--- src/rtl/alu_operand_stage.sv ---
// Operand stage ahead of the 32-bit ALU: decodes instruction + register data into
// OPRN/OP1/OP2/DEST and holds them in a main/skid register pair behind valid/ready.
module alu_operand_stage #(
  parameter int DATA_W = 32,
  parameter int OPRN_W = 6,
  parameter int REG_AW = 5
) (
  input  logic              CLK,
  input  logic              RST,
  input  logic              FLUSH,
  input  logic              IN_VALID,
  output logic              IN_READY,
  input  logic [31:0]       INSTR,
  input  logic [DATA_W-1:0] RS_DATA,
  input  logic [DATA_W-1:0] RT_DATA,
  output logic              OUT_VALID,
  input  logic              OUT_READY,
  output logic [DATA_W-1:0] OP1,
  output logic [DATA_W-1:0] OP2,
  output logic [OPRN_W-1:0] OPRN,
  output logic [REG_AW-1:0] DEST,
  output logic              ILLEGAL
);

  localparam logic [OPRN_W-1:0] OPR_ADD = OPRN_W'(1);
  localparam logic [OPRN_W-1:0] OPR_SUB = OPRN_W'(2);
  localparam logic [OPRN_W-1:0] OPR_MUL = OPRN_W'(3);
  localparam logic [OPRN_W-1:0] OPR_SRL = OPRN_W'(4);
  localparam logic [OPRN_W-1:0] OPR_SLL = OPRN_W'(5);
  localparam logic [OPRN_W-1:0] OPR_AND = OPRN_W'(6);
  localparam logic [OPRN_W-1:0] OPR_OR  = OPRN_W'(7);
  localparam logic [OPRN_W-1:0] OPR_NOR = OPRN_W'(8);
  localparam logic [OPRN_W-1:0] OPR_SLT = OPRN_W'(9);

  localparam logic [5:0] OP_RTYPE = 6'h00;
  localparam logic [5:0] OP_ADDI  = 6'h08;
  localparam logic [5:0] OP_SLTI  = 6'h0a;
  localparam logic [5:0] OP_ANDI  = 6'h0c;
  localparam logic [5:0] OP_ORI   = 6'h0d;
  localparam logic [5:0] OP_LUI   = 6'h0f;
  localparam logic [5:0] OP_MULI  = 6'h1d;

  localparam logic [5:0] FN_SLL = 6'h01;
  localparam logic [5:0] FN_SRL = 6'h02;
  localparam logic [5:0] FN_ADD = 6'h20;
  localparam logic [5:0] FN_SUB = 6'h22;
  localparam logic [5:0] FN_AND = 6'h24;
  localparam logic [5:0] FN_OR  = 6'h25;
  localparam logic [5:0] FN_NOR = 6'h27;
  localparam logic [5:0] FN_SLT = 6'h2a;
  localparam logic [5:0] FN_MUL = 6'h2c;

  typedef struct packed {
    logic              illegal;
    logic [OPRN_W-1:0] oprn;
    logic [REG_AW-1:0] dest;
    logic [DATA_W-1:0] op1;
    logic [DATA_W-1:0] op2;
  } payload_t;

  typedef enum logic [1:0] {EMPTY, ONE, TWO} state_t;

  logic [5:0]        opc, funct;
  logic [4:0]        rt_idx, rd_idx, shamt;
  logic [15:0]       imm;
  logic [DATA_W-1:0] imm_sext, imm_zext, shamt_ext;
  logic              unused_rs_field;
  payload_t          dec;

  assign opc       = INSTR[31:26];
  assign rt_idx    = INSTR[20:16];
  assign rd_idx    = INSTR[15:11];
  assign shamt     = INSTR[10:6];
  assign funct     = INSTR[5:0];
  assign imm       = INSTR[15:0];
  assign imm_sext  = {{(DATA_W-16){imm[15]}}, imm};
  assign imm_zext  = {{(DATA_W-16){1'b0}}, imm};
  assign shamt_ext = {{(DATA_W-5){1'b0}}, shamt};
  // rs index selects RS_DATA upstream; the stage itself never needs it
  assign unused_rs_field = ^INSTR[25:21];

  always_comb begin
    dec = '0;
    case (opc)
      OP_RTYPE: begin
        dec.op1  = RS_DATA;
        dec.op2  = RT_DATA;
        dec.dest = REG_AW'(rd_idx);
        case (funct)
          FN_ADD:  dec.oprn = OPR_ADD;
          FN_SUB:  dec.oprn = OPR_SUB;
          FN_MUL:  dec.oprn = OPR_MUL;
          FN_AND:  dec.oprn = OPR_AND;
          FN_OR:   dec.oprn = OPR_OR;
          FN_NOR:  dec.oprn = OPR_NOR;
          FN_SLT:  dec.oprn = OPR_SLT;
          FN_SRL: begin
            dec.oprn = OPR_SRL;
            dec.op1  = RT_DATA;
            dec.op2  = shamt_ext;
          end
          FN_SLL: begin
            dec.oprn = OPR_SLL;
            dec.op1  = RT_DATA;
            dec.op2  = shamt_ext;
          end
          default: dec.illegal = 1'b1;
        endcase
      end
      OP_ADDI, OP_MULI, OP_SLTI: begin
        dec.oprn = (opc == OP_ADDI) ? OPR_ADD : (opc == OP_MULI) ? OPR_MUL : OPR_SLT;
        dec.op1  = RS_DATA;
        dec.op2  = imm_sext;
        dec.dest = REG_AW'(rt_idx);
      end
      OP_ANDI, OP_ORI: begin
        dec.oprn = (opc == OP_ANDI) ? OPR_AND : OPR_OR;
        dec.op1  = RS_DATA;
        dec.op2  = imm_zext;
        dec.dest = REG_AW'(rt_idx);
      end
      // lui is executed by the ALU as imm16 << 16
      OP_LUI: begin
        dec.oprn = OPR_SLL;
        dec.op1  = imm_zext;
        dec.op2  = DATA_W'(16);
        dec.dest = REG_AW'(rt_idx);
      end
      default: dec.illegal = 1'b1;
    endcase
    if (dec.illegal) begin
      dec         = '0;
      dec.illegal = 1'b1;
    end
  end

  state_t   state, state_nxt;
  payload_t main_q, skid_q, main_nxt, skid_nxt;
  logic     in_ready_q, acc, pop;

  assign IN_READY  = in_ready_q & ~RST;
  assign OUT_VALID = (state != EMPTY);
  assign acc       = IN_VALID & IN_READY;
  assign pop       = OUT_VALID & OUT_READY;

  always_comb begin
    state_nxt = state;
    main_nxt  = main_q;
    skid_nxt  = skid_q;
    case (state)
      EMPTY: if (acc) begin
        main_nxt  = dec;
        state_nxt = ONE;
      end
      ONE: begin
        if (acc && pop) begin
          main_nxt = dec;
        end else if (acc) begin
          skid_nxt  = dec;
          state_nxt = TWO;
        end else if (pop) begin
          state_nxt = EMPTY;
        end
      end
      TWO: if (pop) begin
        main_nxt  = skid_q;
        state_nxt = ONE;
      end
      default: state_nxt = EMPTY;
    endcase
    // flush only empties the buffer; payload registers keep their last contents
    if (FLUSH) begin
      state_nxt = EMPTY;
      main_nxt  = main_q;
      skid_nxt  = skid_q;
    end
  end

  always_ff @(posedge CLK) begin
    if (RST) begin
      state      <= EMPTY;
      main_q     <= '0;
      skid_q     <= '0;
      in_ready_q <= 1'b1;
    end else begin
      state      <= state_nxt;
      main_q     <= main_nxt;
      skid_q     <= skid_nxt;
      in_ready_q <= (state_nxt != TWO);
    end
  end

  assign OP1     = main_q.op1;
  assign OP2     = main_q.op2;
  assign OPRN    = main_q.oprn;
  assign DEST    = main_q.dest;
  assign ILLEGAL = main_q.illegal;

endmodule

--- config.mk ---
export PLATFORM = sky130hd
export DESIGN_NAME = alu_operand_stage
export DESIGN_NICKNAME = d
export VERILOG_FILES = /design/src/rtl/alu_operand_stage.sv
export SDC_FILE = /design/constraint.sdc
export NUM_CORES = 1
export LEC_CHECK = 0
export BUFFER_PORTS_ARGS = -buffer_cell sky130_fd_sc_hd__buf_2
export CORE_ASPECT_RATIO = 0.6
export CORE_MARGIN = 2
export CORE_UTILIZATION = 55
export CTS_CLUSTER_DIAMETER = 60
export DETAILED_ROUTE_END_ITERATION = 10
export PLACE_DENSITY = 0.85
export SLEW_MARGIN = 20
export SYNTH_ARGS = -nofsm -noshare
export SYNTH_HDL_FRONTEND = slang
export SYNTH_SLANG_ARGS = --single-unit
--- constraint.sdc ---
create_clock -name CLK -period 2.65 [get_ports CLK]
set_clock_uncertainty 0.2 [all_clocks]
set_input_delay 0.265 -clock CLK [delete_from_list [all_inputs] [get_ports CLK]]
set_output_delay 0.265 -clock CLK [all_outputs]
set_load 0.1 [all_outputs]
==> impl_metrics.toml <==
[route]
via_count = 8936
ant_nets = 0
drtPass1Iterations = 6
vias_per_cell = 6.73
top_layer_used = "met4"
drt_iter0_drc = 1284
detail_route.wl_per_cell_um = 21.2
wl_met1_um = 11300
drc = 0
met3_wirelength_um = 3610
drt-total-wl_um = 28100
wl_met2_um = 12200

[job]
maxCapViolCount = 0

[pwr]
p_sw_frac = 0.316
clkPwrFrac = 0.421
power_density_nw_per_um2 = 613
power.total_mw = 6.11
vdd_drop_max_v = 0.000338
p_int_mw = 4.18
p_leak_nw = 3.76
power_switching_mw = 1.93
p_comb_frac = 0.190
p_seq_frac = 0.389

[placement]
gp_congestion = 0.948
io_buffers = 171
dp.cells = 1295
post-place-ws_ns = 0.196
hpwl_um = 17800

[floorplanning]
dieHeight_um = 98.8
rows = 34
die-area_um2 = 16000
core_area_um2 = 14500
die_x_um = 162
io_pins = 179
start_util = 0.566

[timing]
fin_crit_sh = 0.935
fin_setup_tns_ns = 0
max_slew_margin = 0.496
tightest_slew_ns = 0.737
fmax_mhz = 403
setup_slack_ns = 0.171
slew_violations = 0
hold_viol = 0
setup_violations = 0
rsz0062_at_grt = "no"
fin_crit_ns = 2.48

[worst_setup_path]
max_stage_delay_ns = 0.54
cp-start-kind = "register"
path_delay_family = "simple AND/OR/NAND/NOR gates"
crit_path_end_kind = "register"
arrival_ns = 2.58
worstPathRequired_ns = 2.75
cp_max_fo = 24
cp_slowest_cell = "or4_1"
crit_type = "reg2reg"
cp_cell_sequence = "nor2b_1 -> or4_1 -> a21o_2 -> buf_4 -> nor3_1 -> a211oi_2"
path_buf_inv = 1

[final_layout]
nFillCells = 1191
layout.nets = 1218
finalNonFillerCells = 1327
antenna_cells = 0
final_cell_mix = "buf_2, dfxtp_1, a21oi_1, nand2_1, nor2_1"
final_util = 0.685
area_delta_synth_final_pct = 21.1
final_common_cell = "buf_2"
drive_gt1_frac = 0.251

[hold_path]
hp-class = "in2reg"

[yosys]
synth_area_leaders = "dfxtp_1, a21oi_1, a211oi_1"
yosysSeqAreaShare = 0.367
yosys.area_share.adder = 0
synth_top_flop_cell = "dfxtp_1"
syn_avg_cell_area_um2 = 8.19
synth_top_area_share = 0.367
yosys_warnings = 0
synth_edf_count = 0
syn_area_um2 = 8230
synth-simple-area-share = 0.167
synth_top_family_by_area = "compound AO/OA/AOI/OAI gates"
synth_top_cell_by_area = "dfxtp_1"
synth-async-reset-ratio = 0
ys_ff_latch = 151
netlist_instances = 1005
synthMuxAreaShare = 0.00122
synth_xor_area_frac = 0.00426
synth_compound_area_frac = 0.395
synth_cell_types = 58

[clock_network]
clk_pin_slew_ns = 0.06
insertion_delay_ns = 0.42
cts_made_buffers = 17
h-tree-depth = 4
cts_tree = "done"
clock_sinks = 151
clock_path_buffers = 2
cts_root_buf = "clkbuf_16"

[global_routing]
globalRoute.totalOverflow = 0
grt_usage = 0.343
grt_max_degree = 154
grt_pass1_vias = 8089
antenna_found_initial = 0
grt_first_pass_wirelength_um = 43600

[outcome]
outcome = "finished clean"
-- logic make-up after synthesis --
family,Yosys count
buf+inv,125
simple gates,272
xor+xnor,4
flops,151
other cells,1
mux,1
compound gates,451
-- layer usage --
metal  GRT usage  vias to the layer above
met4       0.100                        0
met1       0.478                     4140
li1            -                     4011
met5           0                        -
met2       0.529                      673
met3      0.0859                      112
-- power groups by stage --
stage / registers (mW) / logic [mW] / clock network [mW]
CTS: 2.38 / 1.14 / 2.58
floorplan: 2.89 / 0.379 / 0
finish: 2.38 / 1.16 / 2.57
detailed placement: 2.43 / 1.13 / 0
global placement: 2.43 / 1.12 / 0
global route: 2.39 / 1.20 / 2.69
-- cell usage after synthesis (10+ instances only) --
master,count
a211oi_1,67
a211oi_2,10
a21o_1,18
a21oi_1,116
a22o_1,27
a2bb2o_4,11
buf_2,24
clkbuf_1,86
dfxtp_1,151
nand2_1,69
nand3_1,23
nand3b_1,22
nor2_1,69
nor2b_1,11
nor3_1,41
o211ai_1,55
o21ai_0,30
o21ai_1,30
o21bai_1,25
o221ai_1,34
-- metrics by stage --
| step | hold slack (ns) | cell area (µm²) |
|---|---|---|
| detailed placement | 0.244 | 9350 |
| CTS | 0.0238 | 9970 |
| global route | 0.0426 | 9970 |
| finish | 0.0370 | 9970 |
| global placement | 0.238 | 9350 |
| floorplan | 0.232 | 8230 |
-- tightest hold or removal path, cell delays in order --
cell	delay [ns]
buf_2	0.11
nand2_1	0.07
a2bb2o_4	0.12
o21ai_1	0.05
-- final cells by class --
cell class,count,area (µm²),share of cell area
Clock buffer,20,437,0.0438
Clock inverter,11,175,0.0176
Inverter,3,11.3,0.00113
Multi-Input combinational cell,730,4740,0.476
Sequential cell,151,3020,0.303
Tap cell,198,248,0.0249
Timing Repair Buffer,214,1330,0.134
-- registers in the layout, summed over array words and instances (netlist names) --
register	cells
skid_q	74
OP2	32
in_ready_q	1
OP1	32
state	2
DEST	5
ILLEGAL	1
OPRN	4
-- worst paths after layout --
path | from | to | slack (ns) | cells past startpoint
min | RT_DATA[16] | skid_q[48]$_SDFFE_PP0P_ | 0.04 | 4
max | state[0]$_SDFF_PP0_ | OP1[25]$_SDFFE_PP0P_ | 0.17 | 6
max reg2reg | state[0]$_SDFF_PP0_ | OP1[25]$_SDFFE_PP0P_ | 0.17 | 6
min reg2reg | skid_q[15]$_SDFFE_PP0P_ | skid_q[15]$_SDFFE_PP0P_ | 0.25 | 2
-- repair_timing --
| item | in CTS | in global routing |
|---|---|---|
| resized for setup | 0 | 0 |
| hold buffers | 1 | 0 |
| setup buffers | 0 | 0 |
| hold endpoints to repair | 1 | 0 |
Note: power is estimated with default switching activity, not from simulation.
